`config.mk`:
```
export PLATFORM = sky130hd
export DESIGN_NAME = df_divider_c3
export DESIGN_NICKNAME = d
export VERILOG_FILES = /design/src/rtl/df_divider_c3.sv
export SDC_FILE = /design/constraint.sdc
export NUM_CORES = 1
export LEC_CHECK = 0
export CORE_AREA = 2 2 65 67
export CTS_CLUSTER_DIAMETER = 60
export DETAILED_ROUTE_END_ITERATION = 10
export DIE_AREA = 0 0 67 69
export PLACE_DENSITY = 0.77
export SYNTH_ARGS = -nofsm -noshare
export SYNTH_HDL_FRONTEND = slang
export SYNTH_SLANG_ARGS = --single-unit
```
`constraint.sdc`:
```
create_clock -name clk -period 1.9 [get_ports clk]
set_input_delay 0.19 -clock clk [delete_from_list [all_inputs] [get_ports clk]]
set_output_delay 0.19 -clock clk [all_outputs]
set_load 0.005 [all_outputs]
```
`src/rtl/df_divider_c3.sv`:
```
// Sequential divide-by-27 of an 8-bit sample pre-shifted by 8 bits.
// Restoring division, one quotient bit per clock, with valid/ready on both sides.
module df_divider_c3 (
  input  logic       clk,
  input  logic       rst_n,
  input  logic       in_valid,
  output logic       in_ready,
  input  logic [7:0] in_data,
  output logic       out_valid,
  input  logic       out_ready,
  output logic [7:0] out_data,
  output logic [4:0] out_rem,
  output logic       out_sat
);
  localparam logic [5:0] DIVISOR = 6'd27;

  typedef enum logic [1:0] {IDLE, RUN, DONE} state_t;

  state_t      state_q, state_d;
  logic [15:0] dvd_q;
  logic [4:0]  rem_q;
  logic [11:0] quo_q;
  logic [3:0]  cnt_q;
  logic [7:0]  data_q;
  logic [4:0]  orem_q;
  logic        sat_q;

  logic [5:0]  trial;
  logic [5:0]  diff;
  logic        ge;
  logic [4:0]  rem_d;
  logic [11:0] quo_d;
  logic        sat_d;

  // One restoring step on the current working remainder.
  always_comb begin
    trial = {rem_q, dvd_q[15]};
    ge    = (trial >= DIVISOR);
    diff  = trial - DIVISOR;
    rem_d = ge ? diff[4:0] : trial[4:0];
    quo_d = {quo_q[10:0], ge};
    sat_d = (quo_d > 12'd255);
  end

  always_comb begin
    state_d = state_q;
    case (state_q)
      IDLE:    if (in_valid) state_d = RUN;
      RUN:     if (cnt_q == 4'd15) state_d = DONE;
      DONE:    if (out_ready) state_d = IDLE;
      default: state_d = IDLE;
    endcase
  end

  always_ff @(posedge clk or negedge rst_n) begin
    if (!rst_n) state_q <= IDLE;
    else        state_q <= state_d;
  end

  always_ff @(posedge clk or negedge rst_n) begin
    if (!rst_n) begin
      dvd_q  <= '0;
      rem_q  <= '0;
      quo_q  <= '0;
      cnt_q  <= '0;
      data_q <= '0;
      orem_q <= '0;
      sat_q  <= 1'b0;
    end else begin
      case (state_q)
        IDLE: if (in_valid) begin
          dvd_q <= {in_data, 8'b0};
          rem_q <= '0;
          quo_q <= '0;
          cnt_q <= '0;
        end
        RUN: begin
          dvd_q <= {dvd_q[14:0], 1'b0};
          rem_q <= rem_d;
          quo_q <= quo_d;
          cnt_q <= cnt_q + 4'd1;
          // Last iteration: publish from the freshly computed step.
          if (cnt_q == 4'd15) begin
            data_q <= sat_d ? 8'hFF : quo_d[7:0];
            orem_q <= rem_d;
            sat_q  <= sat_d;
          end
        end
        default: ;
      endcase
    end
  end

  assign in_ready  = (state_q == IDLE);
  assign out_valid = (state_q == DONE);
  assign out_data  = data_q;
  assign out_rem   = orem_q;
  assign out_sat   = sat_q;
endmodule

```
Word level (Yosys, flattened, before mapping). Index checks and enable logic that the tools add are counted.

$add $sub $neg: 2. $lt $le $gt $ge: 2. Equality and inequality tests: 6. Multiplexer cells: 14. Reductions and logical operators: 5.

Operators by type and width (count): case mux 16 bit (2 select lines) (1); case mux 11 bit (2 select lines) (1); 2-to-1 mux 16 bit (1); greater-than comparator 12 x 8 -> 1 bit (second input constant) (1); 2-to-1 mux 11 bit (1); 2-to-1 mux 5 bit (2); case mux 5 bit (2 select lines) (1); 2-to-1 mux 8 bit (1); case mux 4 bit (2 select lines) (1); greater-or-equal comparator 6 x 5 -> 1 bit (second input constant) (1); 2-to-1 mux 2 bit (3); case mux 2 bit (3 select lines) (1); subtractor 5 bit (second input constant) (1); adder 4 x 1 -> 4 bit (second input constant) (1); equality test 4 bit (second input constant) (1); 2-to-1 mux 4 bit (1); != test 2 bit (second input constant) (2); AND reduction 2 bit (2); AND reduction 3 bit (1); equality test 2 x 1 -> 1 bit (second input constant) (1); equality test 2 bit (second input constant) (1); zero test 2 bit (1); != test 2 x 1 -> 1 bit (second input constant) (1); nonzero test 2 bit (1).

Flip-flop bits (word level): 52. Input bits: 12. Output and inout bits: 16. Word-level logic and storage cells: 37.

Logic depth before layout (Yosys ltp). Gate-level depths: netlist of run 1.

Word-level depth: 3. Mapped depth: 6.

Worst setup path after synthesis of run 1. Ideal clock, no wire load.

Path type: register to register. Start point: reg dvd_q[15]. End point: reg orem_q[2] (netlist: out_rem[2]). Library setup time: 0.125 ns. Data arrival time: 1.259 ns. Data required time: 1.775 ns. Path slack: 0.516 ns. Cell stages (with the launch flop): 4. Clock period less this slack: 1.384 ns. Path through: dfrtp_1 > ha_1 > a221o_1 > mux2_2.

Word-level cells in the longest chain between the ends: 2. Elaborated cells on any way between the ends: 3. Those cells by class: add/sub: 1; order compare: 1; mux: 1.

Ends and longest elaborated chain: from (decl) (line 20) `logic [15:0] dvd_q;`; from (signal assigned) (line 72) `dvd_q <= {in_data, 8'b0};`; from (signal assigned) (line 78) `dvd_q <= {dvd_q[14:0], 1'b0};`; subtractor 5 bit / greater-or-equal comparator 6 x 5 -> 1 bit (equally long branches) (line 39, 38); 2-to-1 mux 5 bit * (line 40) `rem_d = ge ? diff[4:0] : trial[4:0];`; to (signal assigned) (line 85) `orem_q <= rem_d;`; to (decl) (line 25) `logic [4:0] orem_q;`.

Mark *: on every way between the ends. The rest lies on a longest branch, timed or not. A chain may end at the register's enable or synchronous reset.

Final worst setup path of run 1.
Start point: reg state_q[0]. End point: out in_ready.

Word-level cells in the longest chain between the ends: 1.

Ends and longest elaborated chain: from (decl) (line 19) `state_t state_q, state_d;`; from (signal assigned) (line 57) `else state_q <= state_d;`; zero test 2 bit (line 94) `assign in_ready = (state_q == IDLE);`; to (decl) (line 7) `output logic in_ready,`.

Every way passes these cells.

==> results of run 1 <==
-- flip-flops by register name, indices dropped and copies added, names as in the netlist --
register	flops
cnt_q	4
dvd_q	8
out_data	8
out_rem	5
out_sat	1
quo_q	11
rem_q	5
state_q	2
-- tightest hold or removal path: stages --
cell and delay (ns):
dlygate4sd3_1 0.52, buf_2 0.09, buf_4 0.43
-- metrics by stage --
| step | hold slack (ns) | cell area [µm²] | util | cells | total power, mW |
|---|---|---|---|---|---|
| 2_1_floorplan | -0.1056 | 2059 | - | 196 | 2.860 |
| 3_3_place_gp | 0.2847 | 2364 | 0.6039 | 267 | 3.425 |
| 3_5_place_dp | 0.2956 | 2364 | 0.6039 | 267 | 3.519 |
| 4_1_cts | 0.4766 | 2489 | 0.6359 | 276 | 4.264 |
| 5_1_grt | 0.4791 | 2490 | 0.6362 | 276 | 4.583 |
| 6_report | 0.4717 | 2490 | 0.6362 | 276 | 4.240 |
-- worst max-delay path by stage --
stage | from | end | slack (ns)
2_1_floorplan | dvd_q[15]$_DFFE_PN0P_ | out_rem[2]$_DFFE_PN0P_ | 0.52
6_report | state_q[0]$_DFFE_PN0P_ | in_ready | 0.11
5_1_grt | state_q[0]$_DFFE_PN0P_ | in_ready | 0.02
3_5_place_dp | in_valid | dvd_q[11]$_DFFE_PN0P_ | 0.20
4_1_cts | state_q[1]$_DFFE_PN0P_ | out_valid | 0.02
3_3_place_gp | in_valid | dvd_q[8]$_DFFE_PN0P_ | 0.29
-- power groups by stage --
| stage | combinational (mW) | sequential (mW) | clock (mW) |
|---|---|---|---|
| 2_1_floorplan | 1.26 | 1.60 | 0 |
| 3_3_place_gp | 1.73 | 1.69 | 0 |
| 3_5_place_dp | 1.80 | 1.72 | 0 |
| 4_1_cts | 1.81 | 1.71 | 0.747 |
| 5_1_grt | 2.01 | 1.77 | 0.799 |
| 6_report | 1.79 | 1.71 | 0.737 |
-- synthesized netlist by cell type (2+ instances only) --
library cell and instances:
dfrtp_1 44, a21oi_1 21, o21ai_0 18, nor2b_1 13
a31oi_1 11, inv_1 9, a22oi_1 8, nand2_1 8
o22ai_1 7, a22o_1 6, buf_2 6, buf_4 4
clkbuf_1 3, nor2_1 3, buf_6 2, ha_1 2
mux2_2 2, nor3b_1 2, o31ai_1 2
-- logic make-up after synthesis --
kind of cell             Yosys count
AO/OA/AOI/OAI                     87
flip-flops                        44
AND/OR/NAND/NOR                   36
adder cells (fa/ha/maj)            2
multiplexers                       2
buffers and inverters             25
-- final cells by class --
class,instances,area (µm²),area share
timing repair buffer,38,350.3,0.1407
clock inverter,3,46.29,0.01859
sequential,44,1102,0.4427
multi-input combinational,127,825.8,0.3317
inverter,9,33.78,0.01357
tap,50,62.56,0.02513
clock buffer,5,68.82,0.02764
-- what timing repair did --
action                                  in CTS  in global routing
hold buffers                                 1                  0
hold endpoints to repair                    44                  0
endpoints found under the setup margin       0                  1
setup buffers                                0                  0
resized for setup                            0                  1
-- routing by layer --
metal / vias up / wire (µm) / GRT usage
met4: 0 / 68 / 0.07029
li1: 776 / - / -
met5: - / 0 / 0
met1: 795 / 1795 / 0.2840
met3: 6 / 227 / 0.06525
met2: 59 / 2166 / 0.3410
==> results list, run 1 <==
- Result of the run: finished clean
- Sequential fraction of design power: 0.403
- Sequential-to-total area share from yosys stat: 0.5346
- Critical Path Max Stage Delay: ~0.50 ns
* Kind of cell with the highest combined delay on the critical path: buffers and inverters
- Setup slack of the critical path after layout: between 0.1 and 0.15 ns
* Transition at the pin with the smallest max-transition slack: approximately 0.7 ns
- Pin count of the biggest net entering global routing: 45
- For this run, the total global-route usage over all layers was measured as 0.2167.
- The tool flagged a number of max-cap violations equal to 0.
- Detailed Route Iter0 Violations: around 120
- The share of total power dissipated in the clock network is 0.174.
- Routed via count: roughly 1600
* Switching power as a share of total power: 0.3700
- Commonest cells after routing, fill and taps aside: 43 x dfrtp_1, 26 x clkdlybuf4s50_1, 21 x a21oi_1
* Row count: 23
* Most used flip-flop cell after synthesis: dfrtp_1
- In this run the tool buffered the top-level ports with 27 buffer cells.
- Total net switching power: 1.569 mW
- STA classifies the critical path startpoint as a flop.
* Summed negative setup slack over all endpoints: 0 ns
- Of the total synthesized cell area, the portion taken by full adders, half adders and majority gates is 0.01215.
* Crit Reg-Reg Endpoint: quo_q[7]$_DFFE_PN0P_
- Synth Area in Compound Gates: 0.2722
* Layout filler cell count: between 300 and 400
* Number of vias per cell: around 5.9
- Counting every sink on the clock net gives 44.
* Internal power summed over all cells: roughly 2.7 mW
- TritonCTS clock tree: done
- The slowest stage of the critical path belongs to the cell clkdlybuf4s50_1.
* Launch instance of the worst register-to-register path: state_q[0]$_DFFE_PN0P_
- The number of antenna violations at the first check in global routing is 0.
* Top-level I/O count: 28
- The number of max-slew violations in the final report came to 0.
* Root buf cell: clkbuf_8
* Post-synthesis instance area: ~0.0021 mm²
- Number of iterations in the first detailed-routing pass: 4
- The synthesized design contains 0 enable-type register cells.
* Vertical extent of the die: approximately 69 µm
* Buffers & Inverters on Critical Path: 2
- For this configuration, the core starts out at a cell density of 0.5262.
- For flop-to-flop paths, the worst setup slack is around 0.32 ns.
- Across the VDD grid, the largest voltage drop is about 900 µV.
- The region available for standard cell placement spans ~0.0039 mm².
* Most frequent standard cell in the layout excluding fill and tap cells: dfrtp_1
- Subtracting the final worst setup slack from the clock period gives 1.792 ns.
* Number of nets with antenna violations after detailed routing: 0
- Combinational fraction of design power: 0.423
- Part of the cycle the worst path needs: 0.9433
* Final #Nets: roughly 240
* Pwr per Cell Area: 1703 mW/mm²
- Setup Viol. Count Final: 0
* Diode insertion count for antenna repair: 0
* Number of hold violations in the final report: 0
- In this run the static leakage power is around 1.1 nW.
- Worst slew margin: 0.5317
- Global-route wire length before repair: 7665 µm
* CP arrival: ~1.6 ns
- Mean cell area of the mapped netlist: 10.51 µm²
- Largest area contributor in the synthesized netlist: dfrtp_1
- Share of the synthesized area in the top cell type: 0.5346
- Mapped Nets: 210
- Critical path start-end classification: flop to output port
- Number of global-route vias before repair: between 1500 and 2000
* Number of logic stages on the critical path including buffering: 3
- Setup repair after global routing left no endpoint under its margin.
- Of all flip-flops after synthesis, the portion carrying an async set or reset was 1.000.
* Final weighted congestion of routability-driven global placement: between 0.8 and 0.9
- Clk Latency, worst-skew pair: around 0.30 ns
- Critical Path RT: between 1.5 and 2 ns
- Clock tree synthesis inserted a total of 5 buffers.
- Clock-pin slew on the worst setup and hold paths: about 0.09 ns
- Synthesis produced a netlist whose cell count is approximately 200.
- Placed wire-length estimate: just under 3000 µm
- Fraction of final layout cells with drive strength greater than 1: 0.1150
* List of cells traversed by the critical path: buf_4 > nor2_1 > clkdlybuf4s50_1
- The worst setup path is captured at an output port.
- Overall routed net length: approximately 4300 µm
- Congestion Overflow GR: 0
- Timing would allow up to about 560 MHz.
- CTS H-Tree Depth: 2
- Post-synthesis xor/xnor area fraction: 0
- Count of cells along the worst register-to-register path: 4
* Maximum clock skew at final layout: between 0.007 and 0.008 ns
- Hold WC Path Type: input port to async pin
* Simple-gate share of the synthesized area: 0.1057
* Most area-consuming cells after synthesis: dfrtp_1 53%, a21oi_1 5.1%, o21ai_0 4.4%, nor2b_1 3.9%, a31oi_1 3.3%
- Routed wire per std cell: about 15 µm
* Critical path fanouts, max: 11
- CTS Buffer Depth: 2
- Number of library cell types mapped by synthesis: 44
- The Yosys step of the flow raised 0 warnings.
- By area, the combinational part of the netlist is dominated by compound AO/OA/AOI/OAI gates.
- In this run, synthesis produced a sequential element count of 44.
- DRC viols: 0
* Mux share of post-synthesis cell area: 0.01094
- Before CTS, the worst setup slack after placement is 0.2004 ns.
- Relative to the synthesized area, the layout overhead comes to 20.90%.
* Overall die width: roughly 67 µm
- Die area: 0.004623 mm²
(Power assumes the default switching activity.)
==> run 2: changes to the inputs <==
==> config.mk (replaced) <==
export PLATFORM = sky130hd
export DESIGN_NAME = df_divider_c3
export DESIGN_NICKNAME = d
export VERILOG_FILES = /design/src/rtl/df_divider_c3.sv
export SDC_FILE = /design/constraint.sdc
export NUM_CORES = 1
export LEC_CHECK = 0
export CELL_PAD_IN_SITES_DETAIL_PLACEMENT = 0
export CELL_PAD_IN_SITES_GLOBAL_PLACEMENT = 1
export CORE_AREA = 2 2 74 76
export CTS_CLUSTER_DIAMETER = 60
export DETAILED_ROUTE_END_ITERATION = 10
export DIE_AREA = 0 0 76 78
export PLACE_DENSITY_LB_ADDON = 0.1
export SYNTH_ARGS = -nofsm -noshare
export SYNTH_HDL_FRONTEND = slang
export SYNTH_SLANG_ARGS = --single-unit
==> run 2 against run 1 <==
Net effect: sequential power about the same; wire length increased by 11%; sequential share of layout area decreased by 0.33 points; count of clock-buffer cells in the layout increased by 1; die area increased by 28%; via count decreased by 2.0%; critical path depth unchanged; final area increased by 0.85%; critical path type unchanged.
==> results list, run 2 (same netlist as run 1, synthesis figures left out) <==
- Result of the run: finished clean
- CTS H-Tree Depth: 2
- Number of iterations in the first detailed-routing pass: 4
* Commonest cells after routing, fill and taps aside: 42 x dfrtp_1, 26 x clkdlybuf4s50_1, 21 x a21oi_1
- Switching power as a share of total power: 0.3830
- Clock-pin slew on the worst setup and hold paths: 0.09 ns
* Effective utilization at floorplan: 0.4084
* List of cells traversed by the critical path: buf_4 > nor2_1 > clkdlybuf4s50_1
* Transition at the pin with the smallest max-transition slack: ~0.51 ns
* Part of the cycle the worst path needs: 0.9449
* Summed negative setup slack over all endpoints: 0 ns
- Counting every sink on the clock net gives 44.
- Headroom to the max-slew limit came out at 0.6610.
- Overall routed net length: around 4700 µm
* CP arrival: about 1.6 ns
- Pwr per Cell Area: approximately 1700 mW/mm²
- VDD sags by at most 631.9 µV.
- Hold WC Path Type: input port to async pin
* Cell with the biggest individual delay on the critical path: dfrtp_2
* Crit path capture type: output port
- The number of antenna diodes in the final layout is 0.
- Once detailed placement completed, the half-perimeter wirelength came to about 3300 µm.
* Area growth, synth to finish: 21.93%
- Port Buffers: 27
* Sequential fraction of design power: 0.416
- TritonCTS created 5 clock buffers.
- Buffers & Inverters on Critical Path: 2
- The count of final hold-check violations was 0.
- The detail route stage leaves a number of antenna-violating nets equal to 0.
- Overall Global Routing Usage: 0.1738
- Flip-flop count of the largest register after layout: 11
* Number of vias per cell: 5.419
- For the worst setup path, the data required time is about 1.7 ns.
* TritonCTS clock tree: done
* Max-slew violations: 0
* Critical Path Max Stage Delay: between 0.5 and 0.6 ns
* Internal power summed over all cells: 2.564 mW
- CTS Buffer Depth: 2
- Total net switching power: roughly 1.6 mW
* Setup repair after global routing missed its margin: no
- Across the routed clock network, the largest skew measured is roughly 0.010 ns.
* Max-cap violations: 0
* Setup Viol. Count Final: 0
- Place WS: between 0.3 and 0.4 ns
* Initial antenna violation count: 0
- Root buf cell: clkbuf_8
- Final Critical Period: about 1.8 ns
* Setup slack of the critical path after layout: between 0.1 and 0.15 ns
* Routed via count: between 1500 and 2000
* Origin of the worst setup path: state_q[1]$_DFFE_PN0P_
* Critical path fanouts, max: 13
- Vertical extent of the die: ~78 µm
- Total placed instance area: 0.002401 mm²
- Number of global-route vias before repair: approximately 1600
- In this run the standard cell core region covers 0.005042 mm².
- The count of cells in the finished layout, fillers not included, comes to between 200 and 300.
- Pin count of the biggest net entering global routing: 45
- quo_q holds more flip-flops than any other register.
* Critical path start-end classification: flop to output port
* Die area: ~0.0059 mm²
- Grouping stages by cell kind, the critical path spends the most delay in buffers and inverters.
- In the final design database the tool counted approximately 240 nets.
* Global-route wire length before repair: 8086 µm
- Top-level I/O count: 28
* Routed wire per std cell: approximately 16 µm
* Clk Latency, worst-skew pair: roughly 0.3 ns
- Number of cells after detailed placement: about 290
- Fraction of final layout cells with drive strength greater than 1: 0.1195
- Congestion Overflow GR: 0
- Static leakage: roughly 1.1 nW
- Measured along the x axis, the die boundary spans ~76 µm.
- Once the clock tree was built, the setup fixing pass inserted 0 buffers.
- Summing all non-filler instances in the final layout gives an area of approximately 0.0025 mm².
- DRC viols: 0
- Most frequent standard cell in the layout excluding fill and tap cells: dfrtp_1
- Detailed Route Iter0 Violations: 92
- The worst setup path is launched from a flop.
* Combinational fraction of design power: 0.431
- Fin Hold WS: around 0.38 ns
- Power share of the clock group: 0.153
- The floorplan has 26 rows.
- For this run, the top clock speed supported by timing is 557.0 MHz.
* Final weighted congestion of routability-driven global placement: between 0.7 and 0.8
- In this run the critical register-to-register path is launched from dvd_q[15]$_DFFE_PN0P_.
[run 2: tightest hold or removal path: cells and delay by family]
family	cells	cell delay, ns
buffers and inverters	3	0.87
[run 2: worst paths after layout]
kind	endpoint	slack, ns	cells past startpoint
setup reg to reg	rem_q[1]$_DFFE_PN0P_	0.34	4
min in group clk	state_q[1]$_DFFE_PN0P_	0.49	3
hold / removal	rem_q[2]$_DFFE_PN0P_	0.38	3
hold reg to reg	dvd_q[8]$_DFFE_PN0P_	0.52	2
max in group asynchronous	state_q[1]$_DFFE_PN0P_	1.29	3
setup / recovery	in_ready	0.10	3
[run 2: power groups by stage]
stage               clock, mW  sequential [mW]  combinational [mW]
floorplan                   0             1.60                1.26
global placement            0             1.72                1.77
detailed placement          0             1.75                1.80
CTS                     0.650             1.73                1.81
global route            0.697             1.80                2.00
finish                  0.634             1.73                1.79
[run 2: per-stage QoR]
step           total power, mW  utilization
3_3_place_gp             3.489       0.4762
4_1_cts                  4.192       0.4978
2_1_floorplan            2.860            -
3_5_place_dp             3.550       0.4762
6_report                 4.155       0.4980
5_1_grt                  4.502       0.4980
[run 2: final cells by class]
cell class	count	area, µm²
multi-input cells	127	825.8
repair buffers	38	362.8
flip-flops and latches	44	1104
clock inverters	2	15.01
clock buffers	6	82.58
inverters	9	33.78
well taps	70	87.58
fillers	478	2531
[run 2: layer usage]
| metal | global-route usage | wire length (µm) | vias to the layer above |
|---|---|---|---|
| met2 | 0.2902 | 2378 | 26 |
| met5 | 0 | 0 | - |
| met4 | 0.04909 | 21 | 0 |
| li1 | - | - | 783 |
| met3 | 0.04302 | 151 | 4 |
| met1 | 0.2263 | 2188 | 791 |
[run 2: what timing repair did]
action	CTS	global route
hold buffers	1	0
gates resized for setup	1	1
setup endpoints to repair	1	1
endpoints found under the hold margin	44	0
==> run 3: changes to the inputs <==
--- a/config.mk
+++ b/config.mk
@@ -7,10 +7,10 @@
 export LEC_CHECK = 0
 export CELL_PAD_IN_SITES_DETAIL_PLACEMENT = 0
 export CELL_PAD_IN_SITES_GLOBAL_PLACEMENT = 1
-export CORE_AREA = 2 2 74 76
+export CORE_AREA = 2 2 77 79
 export CTS_CLUSTER_DIAMETER = 60
 export DETAILED_ROUTE_END_ITERATION = 10
-export DIE_AREA = 0 0 76 78
+export DIE_AREA = 0 0 79 81
 export PLACE_DENSITY_LB_ADDON = 0.1
 export SYNTH_ARGS = -nofsm -noshare
 export SYNTH_HDL_FRONTEND = slang
==> constraint.sdc (replaced) <==
create_clock -name clk -period 1.57 [get_ports clk]
set_input_delay 0.157 -clock clk [delete_from_list [all_inputs] [get_ports clk]]
set_output_delay 0.157 -clock clk [all_outputs]
set_load 0.005 [all_outputs]
==> run 3 against run 2 <==
Net effect: register-to-register slack worse by 0.27 ns; critical path type is now flop to flop; count of clock-buffer cells in the layout down 1; wire length about the same; final area up 4.8%; sequential power up 17%; sequential share of layout area down 2.0 points; largest power group unchanged; utilization down 3.4 points.
==> results list, run 3 (same netlist as run 1, synthesis figures left out) <==
- Result of the run: finished clean
* Number of sinks handled by clock tree synthesis: 44
- Final hold analysis gives a worst-case slack of 0.3140 ns.
- Global-route met1 utilization: 0.1922
- TritonCTS clock tree: done
- Static timing analysis puts the maximum clock frequency at approximately 670 MHz.
* Most frequent standard cell in the layout excluding fill and tap cells: dfrtp_1
* GR met3 Demand/Resource: 0.03333
* Routed wire per std cell: around 15 µm
* Multi-input gate area in the final layout: about 830 µm²
- Clock-pin slew on the worst setup and hold paths: around 0.090 ns
- CTS H-Tree Depth: 2
- Setup slack of the worst register-to-register path: between 0.06 and 0.07 ns
- Kind of start point of the critical path: flop
- In the final layout, the share of cells above drive strength 1 is 0.1723.
* Placed wire-length estimate: 3495 µm
- Routed via count: 1675
- Global-route wire length before repair: a little under 8000 µm
* Detailed Route Iter0 Violations: around 110
- Area growth, synth to finish: 27.76%
* Top-level I/O count: 28
- Row count: 28
- Static leakage: ~1.2 nW
- Flip-flop count of the largest register after layout: 11
* Summed negative setup slack over all endpoints: 0 ns
- Overall routed net length: roughly 4700 µm
* Transition at the pin with the smallest max-transition slack: about 0.43 ns
- Critical Path RT: about 1.8 ns
- Setup Viol. Count Final: 0
- Along the worst path, the maximum fanout reaches 6.
* Final core utilization: 0.4636
* Overall die width: between 70 and 80 µm
- The repair_antennas step left the layout with diodes totalling 0.
* Commonest cells after routing, fill and taps aside: 42 x dfrtp_1, 24 x clkdlybuf4s50_1, 21 x a21oi_1, 21 x buf_4, 18 x o21ai_0
* Number of hold violations in the final report: 0
- DRC viols: 0
- The path class of the tightest hold or removal check is input port to async pin.
* Setup repair after global routing missed its margin: no
- The via count of the first global-routing pass was roughly 1700.
* Layout filler cell count: about 600
* Final Critical Period: about 1.5 ns
- For this run, the detailed router's first-pass iteration total came to 5.
- Data on the critical path arrives at its endpoint at about 1.7 ns.
- The worst setup path is of the flop to flop kind.
- Register with the most flip-flops: quo_q
- Root buf cell: clkbuf_8
- Maximum resistive drop on vdd: 573.6 µV
- The core region is 0.005675 mm².
* Max-cap violations: 0
- Design Power: between 5 and 6 mW
- For this run, the total global-route usage over all layers was measured as 0.1619.
- Vertical extent of the die: 81 µm
* Met2 track demand over resource: 0.2890
* Congestion Overflow GR: 0
- Total CTS buffers: 5
- The number of antenna violations at the first check in global routing is 0.
- Crit path capture type: flop
* Port Buffers: 27
- The detail route stage leaves a number of antenna-violating nets equal to 0.
- Final #Nets: 251
- The number of max-slew violations in the final report is 0.
* Worst slew margin: 0.7157
- The longest clock path from root to sink contains 2 buffers.
- Pwr per Cell Area: between 2000 and 2500 mW/mm²
- Final weighted congestion of routability-driven global placement: around 0.8
- Effective utilization at floorplan: 0.3629
- In this run the most used layer during global routing was met2.
* Register area: approximately 0.0011 mm²
- Entering global routing, the biggest net connects 29 pins.
* Die area: about 0.0064 mm²
- Clk Latency, worst-skew pair: roughly 0.30 ns
* Part of the cycle the worst path needs: 0.9564
* Maximum clock skew at final layout: ~0.012 ns
* Number of vias per cell: between 5 and 6
-- run 3: changes by cell type in the layout (fill, tap and decap cells not counted), sizes merged, moves of 2 or more --
cell and delta:
buf +12, clkdlybuf4s50 -2, clkinv +2, clkinvlp -2
-- run 3: report_power, final --
part / leakage, nW / internal, mW / total [mW] / switching (mW)
Clock: 0.0583 / 0.480 / 0.900 / 0.420
Sequential: 0.543 / 1.64 / 2.03 / 0.393
Combinational: 0.556 / 1.23 / 2.38 / 1.14
Total: 1.16 / 3.35 / 5.31 / 1.96
-- run 3: path summary, 6_finish.rpt --
path                                           to                   start  depth (start not counted)
setup / recovery             rem_q[3]$_DFFE_PN0P_  state_q[0]$_DFFE_PN0P_                          5
hold / removal             out_rem[3]$_DFFE_PN0P_                   rst_n                          2
setup reg to reg             rem_q[3]$_DFFE_PN0P_  state_q[0]$_DFFE_PN0P_                          5
hold reg to reg            out_rem[2]$_DFFE_PN0P_  out_rem[2]$_DFFE_PN0P_                          1
max in group asynchronous  state_q[0]$_DFFE_PN0P_                   rst_n                          3
min in group clk           state_q[1]$_DFFE_PN0P_               out_ready                          3
-- run 3: cell type report --
| class | count | share of cell area |
|---|---|---|
| Clock buffer | 5 | 0.02615 |
| Multi-Input combinational cell | 127 | 0.3153 |
| Inverter | 9 | 0.01284 |
| Timing Repair Buffer | 50 | 0.1726 |
| Clock inverter | 3 | 0.01807 |
| Sequential cell | 44 | 0.4194 |
| Tap cell | 75 | 0.03566 |
-- run 3: metrics by stage --
| step | instances | setup WS (ns) | instance area (µm²) |
|---|---|---|---|
| 3_5_place_dp | 300 | 0.1076 | 2467 |
| 3_3_place_gp | 300 | 0.1079 | 2467 |
| 5_1_grt | 313 | 0.003467 | 2631 |
| 2_1_floorplan | 196 | 0.1865 | 2059 |
| 4_1_cts | 313 | 0.02043 | 2628 |
| 6_report | 313 | 0.06841 | 2631 |
-- run 3: critical path, cell delays in order (launching register included) --
cell and delay (ns):
dfrtp_2 0.43, buf_4 0.16, buf_4 0.13, or2b_1 0.27, nor4_1 0.08, a311o_1 0.32
-- run 3: what timing repair did --
action,CTS,global route
hold buffers,1,0
endpoints found under the hold margin,16,0
setup buffers,4,0
setup endpoints to repair,2,3
gates resized for setup,4,3
-- run 3: per-layer routing --
layer,wire length [µm],up-vias
li1,-,801
met1,1978,828
met2,2519,40
met3,189,6
met4,51,0
met5,0,-
